### src/rtl/soc_iomem_if.sv
`default_nettype none
// ============================================================================
// Module   : soc_iomem_if
// Brief    : Processor-side bus bundle between the SoC and the I/O block.
// Revision : 1.0 - initial release
// ============================================================================
interface soc_iomem_if #(
    parameter int XLEN     = 32,
    parameter int NUM_LEDS = 4
);
    logic                sel;
    logic [XLEN-1:0]     mem_addr;
    logic [XLEN-1:0]     mem_wdata;
    logic [3:0]          mem_wmask;
    logic                mem_rstrb;
    logic [XLEN-1:0]     io_rdata;
    logic [NUM_LEDS-1:0] leds;
    logic                uart_tx;

    modport master (
        output sel, mem_addr, mem_wdata, mem_wmask, mem_rstrb,
        input  io_rdata, leds, uart_tx
    );

    modport slave (
        input  sel, mem_addr, mem_wdata, mem_wmask, mem_rstrb,
        output io_rdata, leds, uart_tx
    );
endinterface
`default_nettype wire

### src/rtl/soc_iomem.sv
`default_nettype none
// ============================================================================
// Module   : soc_iomem
// Brief    : Memory-mapped I/O register file: LEDs, UART transmitter, timer.
// Revision : 1.0 - initial release
// ============================================================================
module soc_iomem #(
    parameter int XLEN      = 32,
    parameter int NUM_LEDS  = 4,
    parameter int ADDR_BITS = 22,
    parameter int BAUD_DIV  = 16
) (
    input  wire logic   clk,
    input  wire logic   reset,
    soc_iomem_if.slave  bus
);

    localparam logic [ADDR_BITS-1:0] c_OFF_LEDS   = ADDR_BITS'('h04);
    localparam logic [ADDR_BITS-1:0] c_OFF_UART   = ADDR_BITS'('h08);
    localparam logic [ADDR_BITS-1:0] c_OFF_TIMER  = ADDR_BITS'('h0C);
    localparam logic [ADDR_BITS-1:0] c_OFF_STATUS = ADDR_BITS'('h10);
    localparam int                   c_BAUD_W     = (BAUD_DIV > 1) ? $clog2(BAUD_DIV) : 1;
    localparam logic [c_BAUD_W-1:0]  c_BAUD_LAST  = c_BAUD_W'(BAUD_DIV - 1);

    typedef enum logic [1:0] {
        S_IDLE  = 2'd0,
        S_START = 2'd1,
        S_DATA  = 2'd2,
        S_STOP  = 2'd3
    } uart_state_t;

    uart_state_t          r_state;
    logic [c_BAUD_W-1:0]  r_baud;
    logic [2:0]           r_bitcnt;
    logic [7:0]           r_shift;
    logic                 r_tx;
    logic                 r_busy;
    logic [NUM_LEDS-1:0]  r_leds;
    logic [31:0]          r_timer;
    logic [XLEN-1:0]      r_rdata;

    logic [ADDR_BITS-1:0] w_off;
    logic                 w_wr;
    logic                 w_rd;
    logic                 w_leds_wr;
    logic                 w_timer_wr;
    logic                 w_uart_start;
    logic [31:0]          w_timer_inc;
    logic [31:0]          w_timer_next;
    logic [NUM_LEDS-1:0]  w_leds_next;
    logic [XLEN-1:0]      w_rdata;

    assign w_off        = bus.mem_addr[ADDR_BITS-1:0];
    assign w_wr         = bus.sel & (|bus.mem_wmask);
    assign w_rd         = bus.sel & bus.mem_rstrb;
    assign w_leds_wr    = w_wr && (w_off == c_OFF_LEDS);
    assign w_timer_wr   = w_wr && (w_off == c_OFF_TIMER);
    assign w_uart_start = w_wr && (w_off == c_OFF_UART) && bus.mem_wmask[0]
                          && (r_state == S_IDLE);
    assign w_timer_inc  = r_timer + 32'd1;

    // A timer write suppresses the increment; unwritten lanes keep the old count.
    generate
        for (genvar n = 0; n < 4; n++) begin : g_timer_lanes
            assign w_timer_next[8*n +: 8] = w_timer_wr
                ? (bus.mem_wmask[n] ? bus.mem_wdata[8*n +: 8] : r_timer[8*n +: 8])
                : w_timer_inc[8*n +: 8];
        end
        for (genvar i = 0; i < NUM_LEDS; i++) begin : g_led_bits
            assign w_leds_next[i] = (w_leds_wr && bus.mem_wmask[i/8])
                                    ? bus.mem_wdata[i] : r_leds[i];
        end
    endgenerate

    always_comb begin
        w_rdata = '0;
        case (w_off)
            c_OFF_LEDS:   w_rdata[NUM_LEDS-1:0] = r_leds;
            c_OFF_TIMER:  w_rdata[31:0]         = r_timer;
            c_OFF_STATUS: w_rdata[0]            = r_busy;
            default:      w_rdata               = '0;
        endcase
    end

    always_ff @(posedge clk) begin
        if (reset) begin
            r_leds  <= '0;
            r_timer <= '0;
            r_rdata <= '0;
        end else begin
            r_leds  <= w_leds_next;
            r_timer <= w_timer_next;
            if (w_rd) begin
                r_rdata <= w_rdata;
            end
        end
    end

    // Line level and busy are registered alongside the state so they change
    // on the same edge as the state transition.
    always_ff @(posedge clk) begin
        if (reset) begin
            r_state  <= S_IDLE;
            r_baud   <= '0;
            r_bitcnt <= '0;
            r_shift  <= '0;
            r_tx     <= 1'b1;
            r_busy   <= 1'b0;
        end else begin
            case (r_state)
                S_IDLE: begin
                    if (w_uart_start) begin
                        r_state  <= S_START;
                        r_shift  <= bus.mem_wdata[7:0];
                        r_bitcnt <= '0;
                        r_baud   <= '0;
                        r_tx     <= 1'b0;
                        r_busy   <= 1'b1;
                    end
                end
                S_START: begin
                    if (r_baud == c_BAUD_LAST) begin
                        r_baud  <= '0;
                        r_state <= S_DATA;
                        r_tx    <= r_shift[0];
                    end else begin
                        r_baud <= r_baud + 1'b1;
                    end
                end
                S_DATA: begin
                    if (r_baud == c_BAUD_LAST) begin
                        r_baud <= '0;
                        if (r_bitcnt == 3'd7) begin
                            r_state <= S_STOP;
                            r_tx    <= 1'b1;
                        end else begin
                            r_bitcnt <= r_bitcnt + 1'b1;
                            r_shift  <= {1'b0, r_shift[7:1]};
                            r_tx     <= r_shift[1];
                        end
                    end else begin
                        r_baud <= r_baud + 1'b1;
                    end
                end
                S_STOP: begin
                    if (r_baud == c_BAUD_LAST) begin
                        r_baud  <= '0;
                        r_state <= S_IDLE;
                        r_busy  <= 1'b0;
                    end else begin
                        r_baud <= r_baud + 1'b1;
                    end
                end
                default: begin
                    r_state <= S_IDLE;
                    r_tx    <= 1'b1;
                    r_busy  <= 1'b0;
                end
            endcase
        end
    end

    assign bus.io_rdata = r_rdata;
    assign bus.leds     = r_leds;
    assign bus.uart_tx  = r_tx;

    logic w_unused;
    assign w_unused = &{1'b0, bus.mem_addr[XLEN-1:ADDR_BITS]};

endmodule
`default_nettype wire

### src/flat_wrapper.sv
// flat-port wrapper written by rule: the top's interface ports become plain ports
module soc_iomem_flat 
#(
    parameter int XLEN      = 32,
    parameter int NUM_LEDS  = 4,
    parameter int ADDR_BITS = 22,
    parameter int BAUD_DIV  = 16
)
  (clk, reset, bus_sel, bus_mem_addr, bus_mem_wdata, bus_mem_wmask, bus_mem_rstrb, bus_io_rdata, bus_leds, bus_uart_tx);
  soc_iomem_if #(.XLEN(XLEN), .NUM_LEDS(NUM_LEDS)) bus_i ();
  input  wire logic clk;
  input  wire logic reset;
  input wire logic [$bits(bus_i.sel)-1:0] bus_sel;
  input wire logic [$bits(bus_i.mem_addr)-1:0] bus_mem_addr;
  input wire logic [$bits(bus_i.mem_wdata)-1:0] bus_mem_wdata;
  input wire logic [$bits(bus_i.mem_wmask)-1:0] bus_mem_wmask;
  input wire logic [$bits(bus_i.mem_rstrb)-1:0] bus_mem_rstrb;
  output wire logic [$bits(bus_i.io_rdata)-1:0] bus_io_rdata;
  output wire logic [$bits(bus_i.leds)-1:0] bus_leds;
  output wire logic [$bits(bus_i.uart_tx)-1:0] bus_uart_tx;
  assign bus_i.sel = bus_sel;
  assign bus_i.mem_addr = bus_mem_addr;
  assign bus_i.mem_wdata = bus_mem_wdata;
  assign bus_i.mem_wmask = bus_mem_wmask;
  assign bus_i.mem_rstrb = bus_mem_rstrb;
  assign bus_io_rdata = bus_i.io_rdata;
  assign bus_leds = bus_i.leds;
  assign bus_uart_tx = bus_i.uart_tx;
  soc_iomem #(.XLEN(XLEN), .NUM_LEDS(NUM_LEDS), .ADDR_BITS(ADDR_BITS), .BAUD_DIV(BAUD_DIV)) u_core (.clk(clk), .reset(reset), .bus(bus_i));
endmodule
### config.mk
export PLATFORM = sky130hd
export DESIGN_NAME = soc_iomem_flat
export DESIGN_NICKNAME = d
export VERILOG_FILES = /design/src/rtl/soc_iomem_if.sv /design/src/rtl/soc_iomem.sv /design/src/flat_wrapper.sv
export SDC_FILE = /design/constraint.sdc
export NUM_CORES = 1
export LEC_CHECK = 0
export ABC_AREA = 1
export CORE_ASPECT_RATIO = 0.6
export CORE_MARGIN = 2
export CORE_UTILIZATION = 25
export DETAILED_ROUTE_END_ITERATION = 16
export DONT_BUFFER_PORTS = 1
export PLACE_DENSITY = 0.39
export SYNTH_ARGS = -nofsm -noshare
export SYNTH_HDL_FRONTEND = slang
export SYNTH_SLANG_ARGS = --single-unit
### constraint.sdc
create_clock -name clk -period 2.91 [get_ports clk]
set_input_delay 0.291 -clock clk [delete_from_list [all_inputs] [get_ports clk]]
set_output_delay 0.291 -clock clk [all_outputs]
set_load 0.005 [all_outputs]
Yosys cells after proc, flatten, opt, wreduce, memory -nomap -nowiden. Cells that the tools add are included.

Register bits: 87. Latch bits: 0. Memory bits (writable): 0. ROM bits: 0. Input bits: 72. Output and inout bits: 37. Word-level logic and storage cells: 88. Memories kept: 0.

Add/sub/neg operators: 3. Multipliers: 0. Divide/modulo/power cells: 0. Order comparisons: 0. Equality and inequality tests: 19. Shifts and indexed selects: 0. Mux-type cells: 36. Bitwise operators: 2. Reductions and logical operators: 16.

Operator list (count): $mux W8 (11); $eq A22 B4 Y1 const B (2); $add A32 B1 Y32 const B (1); $mux W28 (1); $eq A22 B3 Y1 const B (1); $eq A22 B5 Y1 const B (1); $pmux W8 S2 (1); $pmux W3 S2 (2); $mux W2 (5); $ne A2 B1 Y1 const B (5); $ne A2 B2 Y1 const B (5); $mux W3 (3); $mux W4 (2); $pmux W2 S4 (1); $pmux W4 S2 (1); $reduce_and A4 Y1 (2); $logic_and A1 B1 Y1 (6); $mux W1 (6); $pmux W1 S3 (2); $reduce_and A5 Y1 (1); $add A4 B1 Y4 const B (1); $eq A2 B2 Y1 const B (2); $eq A4 B4 Y1 const B (1); $reduce_bool A2 Y1 (2); other kinds (10) (11).

Longest topological paths before layout.
Depth after elaboration: 7. Depth in mapped cells: 11. Mapped depth without buffers: 11.

Worst setup path after synthesis. No wires, ideal clock.

Path type: flip-flop to flip-flop. Start point: register u_core.r_timer[1]. End point: register u_core.r_timer[18]. Setup time: 70 ps. Arrival: 1566 ps. Required time: 2840 ps. Path slack: 1273 ps. Stages on the path, launching flop included: 12. Path buffers: 0. Period minus slack after synthesis: 1637 ps. Cell sequence: dfxtp_1 -> ha_1 -> nand2_1 -> nor2_1 -> nand2_1 -> nor2_1 -> nand3_1 -> nand2_1 -> nand2_1 -> nand2_1 -> nand2_1 -> a21oi_1.

Word-level cells in the longest chain between the ends: 2.

Ends and longest elaborated chain: from (decl) (line soc_iomem.sv:39) `logic [31:0] r_timer;`; from (signal assigned) (line soc_iomem.sv:92) `r_timer <= w_timer_next;`; $add A32 B1 Y32 (line soc_iomem.sv:60) `assign w_timer_inc = r_timer + 32'd1;`; $mux W8 (line soc_iomem.sv:66) `? (bus.mem_wmask[n] ? bus.mem_wdata[8*n +: 8] : r_timer[8*n +: 8])`.

No other way between the ends. A chain may end at the register's enable or synchronous reset.

Worst setup path in the final report.
Start point: register u_core.r_state[0]. End point: register u_core.r_shift[7].

Word-level cells in the longest chain between the ends: 4. Elaborated cells on any way between the ends: 9. Classes of those cells: eq/ne: 4; mux: 1; reduce/logical: 4.

Ends and longest elaborated chain: from (decl) (line soc_iomem.sv:32) `uart_state_t r_state;`; from (signal assigned) (line soc_iomem.sv:103) `r_state <= S_IDLE;`; from (signal assigned) (line soc_iomem.sv:113) `r_state <= S_START;`; from (signal assigned) (line soc_iomem.sv:124) `r_state <= S_DATA;`; $logic_not A2 Y1 (line soc_iomem.sv:59, soc_iomem.sv:110); $logic_and A1 B1 Y1 (line soc_iomem.sv:59) `&& (r_state == S_IDLE);`; $ne A2 B1 Y1 (no source line); $reduce_and A4 Y1 (no source line); to (signal assigned) (line soc_iomem.sv:114) `r_shift <= bus.mem_wdata[7:0];`; to (signal assigned) (line soc_iomem.sv:138) `r_shift <= {1'b0, r_shift[7:1]};`; to (decl) (line soc_iomem.sv:35) `logic [7:0] r_shift;`.

Several ways; a longest one is shown, not always the timed one.

==> results.toml <==
[floorplan]
chipWidth_um = 186
core_um2 = 19300
pin_count = 109
dieArea_um2 = 21100
start_util_pct = 25.9
die_y_um = 113
row_count = 39

[finish]
area_growth_pct = 11.7
design_area_um2 = 5570
drive_gt1_share_pct = 4.87
nets = 856
num_antenna_cells = 0

[detailed_routing]
drt_wl_total_um = 17300
drt_first_pass_iters = 5
vias = 4968
detail_route.iter0.violations = 256
ant_nets = 0
drc = 0
wl_per_cell_um = 16.6
via_per_inst = 4.74

[power_and_ir_drop]
seq_power_share_pct = 44.2
swShare_pct = 29.3
combPwrFrac_pct = 14.3
power.leakage_nw = 2.07
clkPwrFrac_pct = 41.5
powerDensity_nw_per_um2 = 529
internal-power_mw = 2.08
p_sw_mw = 0.864
ir_drop_mv = 0.266

[timing]
rsz0062_at_grt = "no"
drv_slew = 0
final.hold.worst_slack_ns = 0.0975
hold_viol = 0
period_needed_ns = 2.35
fin_crit_sh_pct = 80.6
fmax_ghz = 0.426
relSlewSlack_pct = 32.3
worst_pin_slew_ns = 1.01
skew_ns = 0.00781
setup_viol = 0
tns_ns = 0

[yosys]
synth_edf_count = 0
synth_area_um2 = 4980
synth.most_common_cell = "nand2_1"
syn_area_per_cell_um2 = 6.33
synth.distinct_cells = 32
ys_top_cells_by_area = "dfxtp_1 35%, nand2_1 18%, a21oi_1 7.7%, nand3_1 6.4%, inv_1 6.0%"
syn_inst = 787
synth_ff_type = "dfxtp_1"
yosysTopAreaCellShare_pct = 34.9
synth-seq-area-share_pct = 34.9
synth_area_leader_cell = "dfxtp_1"
ys_seq_elements = 87
synthArstFlopShare_pct = 0
yosysWarnings = 0
synth_common_cells = "239 x nand2_1, 87 x dfxtp_1, 80 x inv_1"
syn-num-nets = 867

[grt]
grt_antenna_before_repair = 0
grt_pass1_wl_um = 27200
overflow = 0
grt_use_total_pct = 17.1
grt_max_degree = 59
grt_pass1_vias = 4837

[place]
dpl.hpwl_um = 13000
numPortBuffers = 0
place_congestion = 0.931
dpl-instance-area_um2 = 5220

[worst_setup_path]
startpoint = "u_core.r_state[0]"
rrSetupSlack_ns = 0.56
r2r_end = "u_core.r_shift[7]"
crit_path_end = "u_core.r_shift[7]"
reg2regPathDepth = 7
timing.rr.start = "u_core.r_state[0]"
cp.arrival_ns = 2.59
endpoint_kind = "flip-flop"
critical_path.max_fanout = 14
worst-setup-path-type = "reg -> reg"
crit_required_ns = 3.16
worstSetupStartpointType = "flip-flop"

[clock_tree]
holdBufCountCts = 3
cts_tree = "built"
cts_sinks = 87
cts_htree_levels = 3
clk_latency_ns = 0.36
cts-resized-gates = 0
cts_buffer_depth = 2
postCtsSetupBuffers = 0
clkTransAtPathRegs_ns = 0.07
cts-buffers-inserted = 9
clockRootBuffer = "clkbuf_16"

[worst_hold_path]
hold_class = "in -> reg"
worstHoldPathCells = 3

[run]
maxCapViolCount = 0

[outcome]
outcome = "complete, no violations"
cells by family (layout without fill, tap and decap cells):
kind of cell,Yosys count,in the layout,share of synthesized area [%]
XOR/XNOR,14,14,2.46
AND/OR/NAND/NOR,429,429,37.4
AO/OA/AOI/OAI,134,134,13.9
buffers and inverters,115,109,9.26
adder cells (fa/ha/maj),8,8,2.01
flip-flops,87,87,34.9
sequential cells by signal, summed over array words and instances (netlist names):
register and cells:
u_core.bus.io_rdata 32, u_core.r_timer 32, u_core.r_shift 8, u_core.bus.leds 4, u_core.r_baud 4, u_core.r_bitcnt 3
u_core.r_state 2, u_core.bus.uart_tx 1, u_core.r_busy 1
stage by stage:
step,utilization (%),setup WS [ns],std cells,total power [mW]
after CTS,28.9,0.617,1047,2.99
after global placement,27.1,0.664,1028,1.71
after detailed placement,27.1,0.630,1028,1.72
after floorplan,-,1.27,787,1.64
final,28.9,0.563,1047,2.94
after global routing,28.9,0.280,1047,3.11
layout make-up:
class	instances	area, um2
Clock buffer	10	239
Clock inverter	6	67.6
Fill cell	2159	13700
Inverter	84	315
Multi-Input combinational cell	585	2780
Sequential cell	87	1740
Tap cell	266	333
Timing Repair Buffer	9	92.6
power groups by stage:
stage / logic [mW] / clock network [mW] / registers, mW
final: 0.422 / 1.22 / 1.30
after global routing: 0.483 / 1.32 / 1.31
after CTS: 0.420 / 1.27 / 1.30
after detailed placement: 0.391 / 0 / 1.33
after global placement: 0.384 / 0 / 1.33
after floorplan: 0.323 / 0 / 1.31
cells in the final DEF (no fill, tap or decap), types with 3 or more instances in the layout:
master,count
nand2_1,239
dfxtp_1,87
inv_1,80
a21oi_1,77
nor2_1,72
nand3_1,64
o21ai_0,49
nand4_1,19
nor3_1,13
xor2_1,9
nand3b_1,9
clkbuf_16,9
ha_1,8
buf_4,6
nor2_2,5
xnor2_1,5
inv_2,3
nor2_8,3
per-layer routing:
metal | routed length (um) | GRT usage, %
met1 | 9590 | 27.0
met2 | 6350 | 22.4
met4 | 166 | 4.25
met3 | 1230 | 4.41
met5 | 0 | 0
worst max-delay path, cell delays in order (launching register included):
cell and delay, ns:
dfxtp_1 0.36, inv_1 0.09, ha_1 0.39, nand2_1 0.15, o21a_1 0.36, nand3_1 0.50, o21ai_0 0.32, nor2_1 0.05
how the worst min path moves through the flow:
stage,from,end,slack (ns)
2_1_floorplan,u_core.r_busy,u_core.r_busy,0.44
3_3_place_gp,reset,u_core.r_bitcnt[0],0.37
3_5_place_dp,reset,u_core.r_shift[0],0.37
4_1_cts,reset,u_core.bus.io_rdata[2],0.08
5_1_grt,reset,u_core.bus.io_rdata[2],0.11
6_report,reset,u_core.bus.io_rdata[2],0.1
No activity file was read; power rests on OpenSTA's default activity.
==> RTL edit, RTL diff (config.mk and constraints unchanged) <==
The 4 states of `uart_state_t` get a Gray code encoding in 2 bits.
--- a/src/rtl/soc_iomem.sv
+++ b/src/rtl/soc_iomem.sv
@@ -25,6 +25,6 @@
     typedef enum logic [1:0] {
-        S_IDLE  = 2'd0,
-        S_START = 2'd1,
-        S_DATA  = 2'd2,
-        S_STOP  = 2'd3
+        S_IDLE  = 2'b00,
+        S_START = 2'b01,
+        S_DATA  = 2'b11,
+        S_STOP  = 2'b10
     } uart_state_t;
Behaviour: same outputs for any inputs over 4 cycles, from zero or initial values and one cycle with reset high; so few cycles prove little.
==> RTL edit against the unedited design <==
Cell area grew 1.5%. Sequential cell count stayed put. Setup slack improved by 0.32 ns. Synthesized area up 1.5%. Power is 16% higher. Via count shrank 0.93%. Synthesized cell count grew 3.2%. Clock power grew 5%. Global-route usage is 0.25 points lower. Die area rose by 1.4%. Wire length rose by 1.1%.
==> RTL edit: results (changes against the unedited design) <==
* LEAKAGE at 2.15 nW (+3.5%)
* 1st-pass router iterations at 5 (unchanged)
* Via count at 4922 (-0.93%)
* Critical Path AT at 2.24 ns (-0.35 ns)
* Synth area leaders: dfxtp_1 (34%), nand2_1 (19%), nor2_1 (7.3%)
* Max Clock Skew at 0.0114 ns (+0.00355 ns)
* Slew @ Worst Pin at 0.883 ns (-0.129 ns)
* Global-route wire length before repair at 27.5 mm (+1.0%)
* R2r startpoint: u_core.r_timer[1]$_SDFFE_PP0P_
* Seq/Total Area, Yosys at 34.4% (-0.51 points)
* Reg-to-Reg End: u_core.r_timer[26]$_SDFFE_PP0P_
* DRT met1 WL at 10.3 mm (+7.5%)
* Metal2 WL at 5.91 mm (-6.9%)
* Met1 Usage GRT at 27.5% (+0.52 points)
* Initial DRC Count at 347 (+36%)
* Signal buffers share of area at 1.59% (-0.069 points)
* Layout net count at 878 (+2.6%)
* Met3 routed WL at 1.16 mm (-5.1%)
* Crit-path slowest cell: dfxtp_1
* Uppermost layer routed: met5
* WHS Endpoint: u_core.bus.io_rdata[12]$_SDFFE_PP0P_
* Multi-input gate area at 0.00284 mm2 (+2.3%)
* Ratio of cells with drive above 1 in the final layout at 4.47% (-0.40 points)
* GR Util met3 at 5.03% (+0.62 points)
* Signal buffers at 11 (+2)
* Dpl ws at 0.926 ns (+0.296 ns)
* Status: completed
* DR WL/cell at 16.2 um (-1.9%)
* Crit-path max cell delay at 0.40 ns (-0.10 ns)
* Hold Crit Depth at 1 (-2)
* Post-Syn Nets at 888 (+2.4%)
* Met2 Track Usage GR at 20.5% (-1.9 points)
* Flip-flop and latch share of the layout cell area at 30.8% (-0.47 points)
* ClkCell Share at 5.53% (+0.028 points)
* Largest net degree at the start of global routing at 37 (-37%)
* Final core utilization at 28.4% (-0.51 points)
* Setup WS post-layout at 0.888 ns (+0.325 ns)
* Tap Cells at 273 (+2.6%)
* Vias in the first global route at 4510 (-6.8%)
* Filler cells at 2329 (+7.9%)
* Worst hold slack at 0.0277 ns (-0.0699 ns)
* Antenna diodes at 0 (unchanged)
* Peak supply drop at 0.271 mV (+2.0%)
* Inverter count at 86 (+2.4%)
* CLK BUF at 11 (+1)
* Placed Instances at 1061 (+3.2%)
* Multi-input gates at 607 (+3.8%)
* Avg Cell Area, Syn at 6.23 um2 (-1.6%)
* R2r worst-path depth at 10 (+3)
* Initial antenna violation count at 1 (+1)
* Drt via density at 4.56 (-3.9%)
* Total track usage at 16.9% (-0.25 points)
* CP max FO at 4 (-10)
* Final Wtd Congestion at 0.830 (-11%)
RTL edit: cell types whose count changed after synthesis, moves of 5 or more:
cell      before  now
xnor2_1        5   12
nor2_4         0    5
a21oi_1       77   68
o21ai_0       49   40
inv_1         80   85
nor2_1        72   98
nand2_1      239  262
nor3_1        13    1
o211ai_1       2   13
nand3_1       64   55
nand4_1       19   14
RTL edit: cells by family (layout without fill, tap and decap cells):
logic type,after synthesis,count (layout),synth area share [%]
and+or+nand+nor,459,459,38.6
buffers and inverters,118,112,9.33
DFF,87,87,34.4
AOI/OAI and AO/OA,127,127,13.7
xor gates and xnor gates,17,17,2.94
adders and majority gates,4,4,0.990
RTL edit: power breakdown:
part	switching, mW	internal [mW]	leakage, nW
Sequential	0.0590	1.30	0.704
Combinational	0.515	0.259	1.29
Clock	0.511	0.769	0.155
Total	1.08	2.33	2.15
